--- src/rtl/muldiv_unit_pkg.sv ---
// Shared definitions for the iterative multiply/divide unit.
//   - ALU control codes accepted by muldiv_unit (from the ALU decoder)
//   - FSM state encoding
//   - small op-classification helpers
package muldiv_unit_pkg;

  localparam logic [7:0] EXE_MULT_OP  = 8'b0001_1000;
  localparam logic [7:0] EXE_MULTU_OP = 8'b0001_1001;
  localparam logic [7:0] EXE_DIV_OP   = 8'b0001_1010;
  localparam logic [7:0] EXE_DIVU_OP  = 8'b0001_1011;

  typedef enum logic [1:0] {
    MDU_IDLE = 2'b00,
    MDU_MUL  = 2'b01,
    MDU_DIV  = 2'b10,
    MDU_DONE = 2'b11
  } mdu_state_e;

  function automatic logic is_mul_op(input logic [7:0] op);
    return (op == EXE_MULT_OP) || (op == EXE_MULTU_OP);
  endfunction

  function automatic logic is_div_op(input logic [7:0] op);
    return (op == EXE_DIV_OP) || (op == EXE_DIVU_OP);
  endfunction

  function automatic logic is_signed_op(input logic [7:0] op);
    return (op == EXE_MULT_OP) || (op == EXE_DIV_OP);
  endfunction

endpackage

--- src/rtl/muldiv_unit_div_step.sv ---
// One restoring-division iteration (combinational).
// Ports:
//   rem_i          partial remainder (WIDTH+1 bits)
//   divisor_i      divisor magnitude
//   dividend_bit_i next dividend bit shifted into the remainder
//   rem_o          next partial remainder
//   q_bit_o        quotient bit produced by this iteration
module muldiv_unit_div_step #(
  parameter int WIDTH = 32
) (
  input  logic [WIDTH:0]   rem_i,
  input  logic [WIDTH-1:0] divisor_i,
  input  logic             dividend_bit_i,
  output logic [WIDTH:0]   rem_o,
  output logic             q_bit_o
);

  logic [WIDTH+1:0] shifted;
  logic [WIDTH+1:0] diff;

  // One extra bit of headroom so the borrow out of the trial subtract
  // lands in diff's MSB and directly gives the (inverted) quotient bit.
  assign shifted = {rem_i, dividend_bit_i};
  assign diff    = shifted - {2'b00, divisor_i};
  assign q_bit_o = ~diff[WIDTH+1];
  assign rem_o   = q_bit_o ? diff[WIDTH:0] : shifted[WIDTH:0];

endmodule

--- src/rtl/muldiv_unit.sv ---
// Iterative MULT/MULTU/DIV/DIVU unit for the execute stage.
// Ports:
//   clk, resetn           clock, synchronous active-low reset
//   start_i, op_i         start request and ALU control code (sampled in IDLE)
//   a_i, b_i              multiplicand/dividend, multiplier/divisor
//   annul_i               flush: return to IDLE without producing a result
//   busy_o                operation in flight (state != IDLE)
//   ready_o               one-cycle pulse, hi_o/lo_o hold a new result
//   hi_o, lo_o            product high/low, or remainder/quotient
//   div_by_zero_o         qualifies ready_o for a divide by zero
module muldiv_unit
  import muldiv_unit_pkg::*;
#(
  parameter int WIDTH = 32
) (
  input  logic             clk,
  input  logic             resetn,
  input  logic             start_i,
  input  logic [7:0]       op_i,
  input  logic [WIDTH-1:0] a_i,
  input  logic [WIDTH-1:0] b_i,
  input  logic             annul_i,
  output logic             busy_o,
  output logic             ready_o,
  output logic [WIDTH-1:0] hi_o,
  output logic [WIDTH-1:0] lo_o,
  output logic             div_by_zero_o
);

  localparam int CW = $clog2(WIDTH) + 1;
  localparam logic [CW-1:0] CNT_LOAD = CW'(WIDTH - 1);

  mdu_state_e         state_q, state_d;
  logic [CW-1:0]      cnt_q, cnt_d;
  logic [2*WIDTH-1:0] acc_q, acc_d;     // mul: {partial sum, multiplier}; div: low half = dividend/quotient
  logic [WIDTH:0]     rem_q, rem_d;
  logic [WIDTH-1:0]   opnd_q, opnd_d;   // multiplicand or divisor magnitude
  logic               neg_q, neg_d;     // negate product / quotient
  logic               neg_rem_q, neg_rem_d;
  logic [WIDTH-1:0]   hi_q, hi_d;
  logic [WIDTH-1:0]   lo_q, lo_d;
  logic               dbz_q, dbz_d;

  logic               op_sgn;
  logic [WIDTH-1:0]   a_mag, b_mag;
  logic [WIDTH:0]     mul_sum;
  logic [2*WIDTH-1:0] mul_acc;
  logic [WIDTH:0]     div_rem;
  logic               q_bit;
  logic [WIDTH-1:0]   div_quo;

  assign op_sgn = is_signed_op(op_i);
  assign a_mag  = (op_sgn && a_i[WIDTH-1]) ? -a_i : a_i;
  assign b_mag  = (op_sgn && b_i[WIDTH-1]) ? -b_i : b_i;

  assign mul_sum = {1'b0, acc_q[2*WIDTH-1:WIDTH]} + (acc_q[0] ? {1'b0, opnd_q} : '0);
  assign mul_acc = {mul_sum, acc_q[WIDTH-1:1]};

  muldiv_unit_div_step #(.WIDTH(WIDTH)) u_div_step (
    .rem_i          (rem_q),
    .divisor_i      (opnd_q),
    .dividend_bit_i (acc_q[WIDTH-1]),
    .rem_o          (div_rem),
    .q_bit_o        (q_bit)
  );

  assign div_quo = {acc_q[WIDTH-2:0], q_bit};

  always_comb begin
    state_d   = state_q;
    cnt_d     = cnt_q;
    acc_d     = acc_q;
    rem_d     = rem_q;
    opnd_d    = opnd_q;
    neg_d     = neg_q;
    neg_rem_d = neg_rem_q;
    hi_d      = hi_q;
    lo_d      = lo_q;
    dbz_d     = dbz_q;

    case (state_q)
      MDU_IDLE: begin
        if (start_i && is_mul_op(op_i)) begin
          state_d = MDU_MUL;
          cnt_d   = CNT_LOAD;
          opnd_d  = a_mag;
          acc_d   = {{WIDTH{1'b0}}, b_mag};
          neg_d   = op_sgn && (a_i[WIDTH-1] ^ b_i[WIDTH-1]);
        end else if (start_i && is_div_op(op_i)) begin
          if (b_i == '0) begin
            state_d = MDU_DONE;
            hi_d    = a_i;
            lo_d    = '1;
            dbz_d   = 1'b1;
          end else begin
            state_d   = MDU_DIV;
            cnt_d     = CNT_LOAD;
            opnd_d    = b_mag;
            acc_d     = {{WIDTH{1'b0}}, a_mag};
            rem_d     = '0;
            neg_d     = op_sgn && (a_i[WIDTH-1] ^ b_i[WIDTH-1]);
            neg_rem_d = op_sgn && a_i[WIDTH-1];
          end
        end
      end
      MDU_MUL: begin
        acc_d = mul_acc;
        if (cnt_q == '0) begin
          state_d      = MDU_DONE;
          {hi_d, lo_d} = neg_q ? -mul_acc : mul_acc;
          dbz_d        = 1'b0;
        end else begin
          cnt_d = cnt_q - CW'(1);
        end
      end
      MDU_DIV: begin
        acc_d = {acc_q[2*WIDTH-1:WIDTH], div_quo};
        rem_d = div_rem;
        if (cnt_q == '0) begin
          state_d = MDU_DONE;
          lo_d    = neg_q ? -div_quo : div_quo;
          hi_d    = neg_rem_q ? -div_rem[WIDTH-1:0] : div_rem[WIDTH-1:0];
          dbz_d   = 1'b0;
        end else begin
          cnt_d = cnt_q - CW'(1);
        end
      end
      default: begin
        state_d = MDU_IDLE;
      end
    endcase

    // Flush overrides everything, including a start in IDLE and the final
    // iteration's result write.
    if (annul_i) begin
      state_d = MDU_IDLE;
      hi_d    = hi_q;
      lo_d    = lo_q;
      dbz_d   = dbz_q;
    end
  end

  always_ff @(posedge clk) begin
    if (!resetn) begin
      state_q   <= MDU_IDLE;
      cnt_q     <= '0;
      acc_q     <= '0;
      rem_q     <= '0;
      opnd_q    <= '0;
      neg_q     <= 1'b0;
      neg_rem_q <= 1'b0;
      hi_q      <= '0;
      lo_q      <= '0;
      dbz_q     <= 1'b0;
    end else begin
      state_q   <= state_d;
      cnt_q     <= cnt_d;
      acc_q     <= acc_d;
      rem_q     <= rem_d;
      opnd_q    <= opnd_d;
      neg_q     <= neg_d;
      neg_rem_q <= neg_rem_d;
      hi_q      <= hi_d;
      lo_q      <= lo_d;
      dbz_q     <= dbz_d;
    end
  end

  // ready/flag follow the DONE state so a flush during DONE still shows the
  // already-committed result for that cycle.
  assign busy_o        = (state_q != MDU_IDLE);
  assign ready_o       = (state_q == MDU_DONE);
  assign div_by_zero_o = dbz_q && (state_q == MDU_DONE);
  assign hi_o          = hi_q;
  assign lo_o          = lo_q;

endmodule

--- config.mk ---
export PLATFORM = sky130hd
export DESIGN_NAME = muldiv_unit
export DESIGN_NICKNAME = d
export VERILOG_FILES = /design/src/rtl/muldiv_unit_pkg.sv /design/src/rtl/muldiv_unit_div_step.sv /design/src/rtl/muldiv_unit.sv
export SDC_FILE = /design/constraint.sdc
export NUM_CORES = 1
export LEC_CHECK = 0
export ABC_AREA = 1
export ABC_CLOCK_PERIOD_IN_PS = 3200
export CAP_MARGIN = 20
export CELL_PAD_IN_SITES_DETAIL_PLACEMENT = 1
export CELL_PAD_IN_SITES_GLOBAL_PLACEMENT = 2
export CORE_ASPECT_RATIO = 1.75
export CORE_MARGIN = 3
export CORE_UTILIZATION = 29
export DETAILED_ROUTE_END_ITERATION = 16
export GPL_ROUTABILITY_DRIVEN = 0
export HOLD_SLACK_MARGIN = 0.1
export PLACE_DENSITY_LB_ADDON = 0.1
export SETUP_SLACK_MARGIN = 0.05
export SLEW_MARGIN = 0
export SYNTH_ARGS = -nofsm -noshare
export SYNTH_HDL_FRONTEND = slang
export SYNTH_SLANG_ARGS = --single-unit
export TNS_END_PERCENT = 5
--- constraint.sdc ---
create_clock -name clk -period 3.2 [get_ports clk]
set_input_delay 0.48 -clock clk [delete_from_list [all_inputs] [get_ports clk]]
set_output_delay 0.48 -clock clk [all_outputs]
set_load 0.05 [all_outputs]
# After elaboration in Yosys (flattened, before gate mapping)
# Index checks and enable logic that the tools add are counted.
# W data, S select, Z words.
[totals]
reg_bits = 204
in_bits = 76
output_inout_bits = 67
word_cells = 121
[op_classes]
addsub = 8
eq_ne = 18
n_mux = 48
n_bitwise = 7
reduce_logical = 29
[op_table]
columns = ["op", "n"]
rows = [
  ["$mux W32", 18],
  ["$mux W64", 4],
  ["$pmux W32 S3", 2],
  ["$pmux W64 S3", 1],
  ["$mux W33", 4],
  ["$neg A32 Y32", 4],
  ["$pmux W33 S2", 1],
  ["$neg A64 Y64", 1],
  ["$sub A34 B32 Y34", 1],
  ["$add A32 B32 Y33", 1],
  ["$eq A8 B5 Y1 const B", 4],
  ["$logic_not A32 Y1", 1],
  ["$mux W6", 4],
  ["$ne A2 B2 Y1 const B", 8],
  ["$reduce_and A4 Y1", 4],
  ["$pmux W6 S2", 1],
  ["$reduce_bool A2 Y1", 5],
  ["$mux W1", 8],
  ["$reduce_and A7 Y1", 1],
  ["$logic_and A1 B1 Y1", 6],
  ["$logic_not A6 Y1", 1],
  ["$mux W2", 3],
  ["$ne A3 B3 Y1 const B", 2],
  ["$not A1 Y1", 6],
  ["14 further kinds", 19],
]

# Longest topological paths before layout
[logic_depth]
depth_word = 8
ltp_mapped = 30
ltp_nobuf = 28

# Modules after synthesis
# From an unflattened synthesis, not the netlist that was laid out.
[hier_totals]
hier_cells = 3673
hier_area_um2 = 20606.0
[modules_own_cells]
columns = ["module", "instances", "cells_per_inst", "area_per_inst_um2", "seq_area_each_um2"]
rows = [
  ["muldiv_unit", 1, 2952, 17161.5, 4083.9],
  ["muldiv_unit_div_step", 1, 721, 3444.6, 0.0],
]

# Worst setup path after synthesis
# No wires, ideal clock.
[synth_timing]
path_type = "register -> register"
start = "reg acc_q[0]"
end = "reg hi_q[31], in the netlist hi_o[31]"
arrival_ps = 3057
t_required_ps = 3069
path_slack_ps = 12
stages_incl_launch_ff = 29
path_buffers = 2
synth_period_minus_slack_ps = 3188
cell_sequence = "dfxtp_1 > clkbuf_1 > clkbuf_1 > nand2_1 > inv_1 > ha_1 > fa_1 > nand2_1 > nand3_1 > nand2_1 > inv_1 > nand2_1 > nand2_1 > nand2_1 > nand2_1 > nand2_1 > nand2_1 > nor2_1 > nand2_1 > nor2_1 > nand2_1 > nand2_1 > nand3_1 > nand2_1 > nor2_1 > nor2_1 > nand2_1 > nand2_1 > a21oi_2"
[synth_between]
elab_chain_len = 6
[synth_rtl]
columns = ["element", "line", "rtl"]
rows = [
  ["from (decl)", "muldiv_unit.sv:35", "logic [2*WIDTH-1:0] acc_q, acc_d;"],
  ["from (signal assigned)", "muldiv_unit.sv:147", "acc_q <= '0;"],
  ["from (signal assigned)", "muldiv_unit.sv:158", "acc_q <= acc_d;"],
  ["$mux W32 (*)", "muldiv_unit.sv:56", "assign mul_sum = {1'b0, acc_q[2*WIDTH-1:WIDTH]} + (acc_q[0] ? {1'b0, opnd_q} : '0);"],
  ["$add A32 B32 Y33 (*)", "muldiv_unit.sv:56", ""],
  ["$neg A64 Y64", "muldiv_unit.sv:110", "{hi_d, lo_d} = neg_q ? -mul_acc : mul_acc;"],
  ["$mux W64 (*)", "muldiv_unit.sv:110", ""],
  ["$mux W32 (*)", "muldiv_unit.sv:108", "if (cnt_q == '0) begin"],
  ["$pmux W32 S3 (*)", "muldiv_unit.sv:81", "case (state_q)"],
  ["to (signal assigned)", "muldiv_unit.sv:163", "hi_q <= hi_d;"],
  ["to (decl)", "muldiv_unit.sv:40", "logic [WIDTH-1:0] hi_q, hi_d;"],
]
# Mark *: on every way between the ends. The rest lies on a longest branch, timed or not. The select of a mux whose other input is x is not followed.
# A chain may end at the register's enable or synchronous reset.

# Worst setup path after layout
[layout_timing]
start = "reg acc_q[0]"
end = "reg hi_q[29], in the netlist hi_o[29]"
# The elaborated chain is that of the path after synthesis.

==> results.cfg <==
[floorplan]
die_x_um = 204.0
core-area_um2 = 67790
die-area_um2 = 71930
start_util_pct = 29.36
num_rows = 126
io_pins = 143
die_h_um = 352.5

[detailed_routing]
num_vias = 28263
antenna_left = 0
finalWirelength_um = 130900
post_drt_wl_per_cell_um = 24.70
drt_iter0_markers = 1622
viasPerCell = 5.334
firstDrtPassIters = 5
drcViolationCount = 0

[timing]
hold_ws_ps = 283.8
setup_violations = 27
rsz0062_at_grt = true
hold_viol = 0
finalMaxSlewViolations = 0
fmax_mhz = 284.3
maxSlewHeadroom_pct = 42.40
finalCritPeriodShare_pct = 109.9
setup_slack_ps = -317.6
finClkSkew_ps = 38.99
layout_min_cycle_time_ps = 3518
tns_ps = -4982
worst_pin_slew_ps = 864.0

[placed_design]
post-place-ws_ps = -697.7
place_inst = 5215
placed_area_um2 = 28320
hpwl_um = 105600
portBuffers = 142

[clocking]
hold_buffers = 0
clkTransAtPathRegs_ps = 60
cts_tree = done
cts_root_buffer = clkbuf_16
htree_levels = 1
cts_buffers = 26
cts_max_path_buffers = 3
clk-insertion-delay-late_ps = 600
clkSinkCount = 204

[global_routing]
grt_pass1_vias = 30386
track_usage_pct = 34.74
grt_start_max_net_pins = 61
overflow = 0
grt_first_pass_wirelength_um = 188600
antenna_found_initial = 2

[pwr]
leakage_nw = 15.33
p_total_mw = 8.224
vdd_drop_max_v = 0.0003689
power.density_nw_per_um2 = 257.5

[synthesis]
async_reset_ff_share_pct = 0
synth-edff-count = 0
ys.warnings.count = 0
synth_area_per_cell_um2 = 5.711
syn_area_um2 = 19900
ys.flop_type = dfxtp_1
ys_seq_area_share_pct = 20.52
synthCells = 3485
syn-num-nets = 3638
ys_ff_latch = 204
synthDistinctLibCells = 57

[setup_path]
critPathKind = reg -> reg
start_kind = flop
end_kind = flop
reg2reg_slack_ps = -320
worstPathArrival_ps = 4050
cp_max_fo = 6
required_ps = 3730

[cells_and_area]
nets = 4534
postLayoutCellArea_um2 = 31940
finalNonFillerCells = 5299
syn2layout_area_growth_pct = 60.49
fin_util_pct = 47.12
drive_above_1_share_pct = 33.23

[job]
drv_cap = 0

[hold_path]
hold_path.class = in -> reg

[run_status]
status = finished, violations left
violations = setup timing
==> timing repair <==
action | in CTS | in global routing
buffers inserted | 13 | 18
pin swaps | 37 | 93
endpoints found under the setup margin | 62 | 96
gates cloned | 0 | 3
resized for setup | 271 | 326
==> Yosys cell counts (5+ instances only) <==
cell type | n | area share (%)
nand2_1 | 1005 | 19
inv_1 | 474 | 8.9
nor2_1 | 317 | 6.0
a21oi_1 | 279 | 7.0
nand3_1 | 233 | 5.9
o21ai_0 | 209 | 5.3
dfxtp_1 | 204 | 21
clkbuf_1 | 109 | 2.1
ha_1 | 75 | 4.7
xor2_1 | 74 | 3.3
nor3_1 | 45 | 1.1
nand4_1 | 43 | 1.4
a31oi_1 | 42 | 1.3
o211ai_1 | 39 | 1.5
nand2_2 | 24 | 0.75
xnor2_1 | 23 | 1.0
nor4_1 | 18 | 0.57
nor2_2 | 16 | 0.50
buf_1 | 15 | 0.28
o31ai_1 | 15 | 0.57
a211oi_1 | 14 | 0.53
inv_2 | 14 | 0.26
o21a_1 | 14 | 0.53
o21ai_1 | 14 | 0.35
buf_2 | 13 | 0.33
o22ai_1 | 13 | 0.41
nand3b_1 | 12 | 0.45
o221ai_1 | 12 | 0.53
a22oi_1 | 10 | 0.38
or2_2 | 10 | 0.31
o2111ai_1 | 9 | 0.40
o41ai_1 | 8 | 0.35
nand3_2 | 7 | 0.35
a221oi_1 | 5 | 0.22
a41oi_1 | 5 | 0.22
buf_4 | 5 | 0.19
clkinv_1 | 5 | 0.094
nor3_2 | 5 | 0.25
o21bai_1 | 5 | 0.19
==> cells by family (layout without fill, tap and decap cells) <==
logic type      after synthesis  after routing  synth area share (%)
compound gates              712            712                 20.53
xor+xnor                     97             97                 4.269
fa+ha+maj                    77             77                 4.916
buf+inv                     639           1554                 12.38
flops                       204            204                 20.52
other cells                   0              3                     0
simple gates               1756           1756                 37.38
==> path summary, 6_finish.rpt <==
| path | startpoint | to | cells past startpoint |
|---|---|---|---|
| hold / removal | resetn | lo_o[11] | 3 |
| setup reg to reg | acc_q[0] | hi_o[29] | 24 |
| hold reg to reg | dbz_q | dbz_q | 2 |
| setup / recovery | acc_q[0] | hi_o[29] | 24 |
==> layout by cell type (no fill, tap or decap), types with 49 or more instances in the layout <==
| cell | count |
|---|---|
| inv_1 | 443 |
| dfxtp_1 | 180 |
| nand2_2 | 114 |
| a21oi_1 | 235 |
| nor2_1 | 227 |
| nand3_1 | 194 |
| buf_4 | 840 |
| nand2_1 | 900 |
| o21ai_0 | 174 |
| nor2_2 | 75 |
| ha_4 | 49 |
| clkdlybuf4s50_1 | 141 |
| xor2_1 | 63 |
==> area by class of cell <==
class | instances | area, um^2
Clock buffer | 33 | 728.2
Timing Repair Buffer | 1014 | 8268
Clock inverter | 14 | 125.1
Tap cell | 896 | 1121
Antenna cell | 3 | 7.507
Inverter | 493 | 1861
Multi-Input combinational cell | 2642 | 15700
Sequential cell | 204 | 4131
Fill cell | 8940 | 35850
==> flip-flops by register name, indices dropped and copies added, names as in the netlist <==
name	flops
hi_o	32
state_q	2
neg_q	1
rem_q	33
lo_o	32
opnd_q	32
dbz_q	1
neg_rem_q	1
acc_q	64
cnt_q	6
==> worst max-delay path: stages, from the launching register on <==
cell       delay [ps]
dfxtp_4           400
clkbuf_16         170
nand2_1            80
inv_1              90
ha_4              290
nand2_1            80
inv_1              70
nand2_2            90
nor3_4            240
nand4_1           160
nand3_1           130
xor2_1             90
buf_4             170
nor2_4            140
nand2_1            80
nor2_2            180
buf_4             150
nand4_1           170
nand3_1           130
nand2_1            60
nor2_2            150
nor2_2             70
nand2_2            80
nand2_2            50
a21oi_2           130
==> per-layer routing <==
layer	vias to the layer above	track usage (%)	part of all wire, %
li1	13183	-	-
met1	13587	34.08	34
met2	968	61.90	49
met3	523	4.405	4.6
met4	2	33.10	12
met5	-	0	0.0084
==> report_power, final <==
part | leakage [nW] | switching (mW) | internal (mW) | total [mW]
Clock | 0.420 | 1.39 | 1.71 | 3.10
Sequential | 1.66 | 0.0108 | 2.54 | 2.55
Combinational | 13.2 | 1.52 | 1.06 | 2.57
No activity file was read; power rests on OpenSTA's default activity.
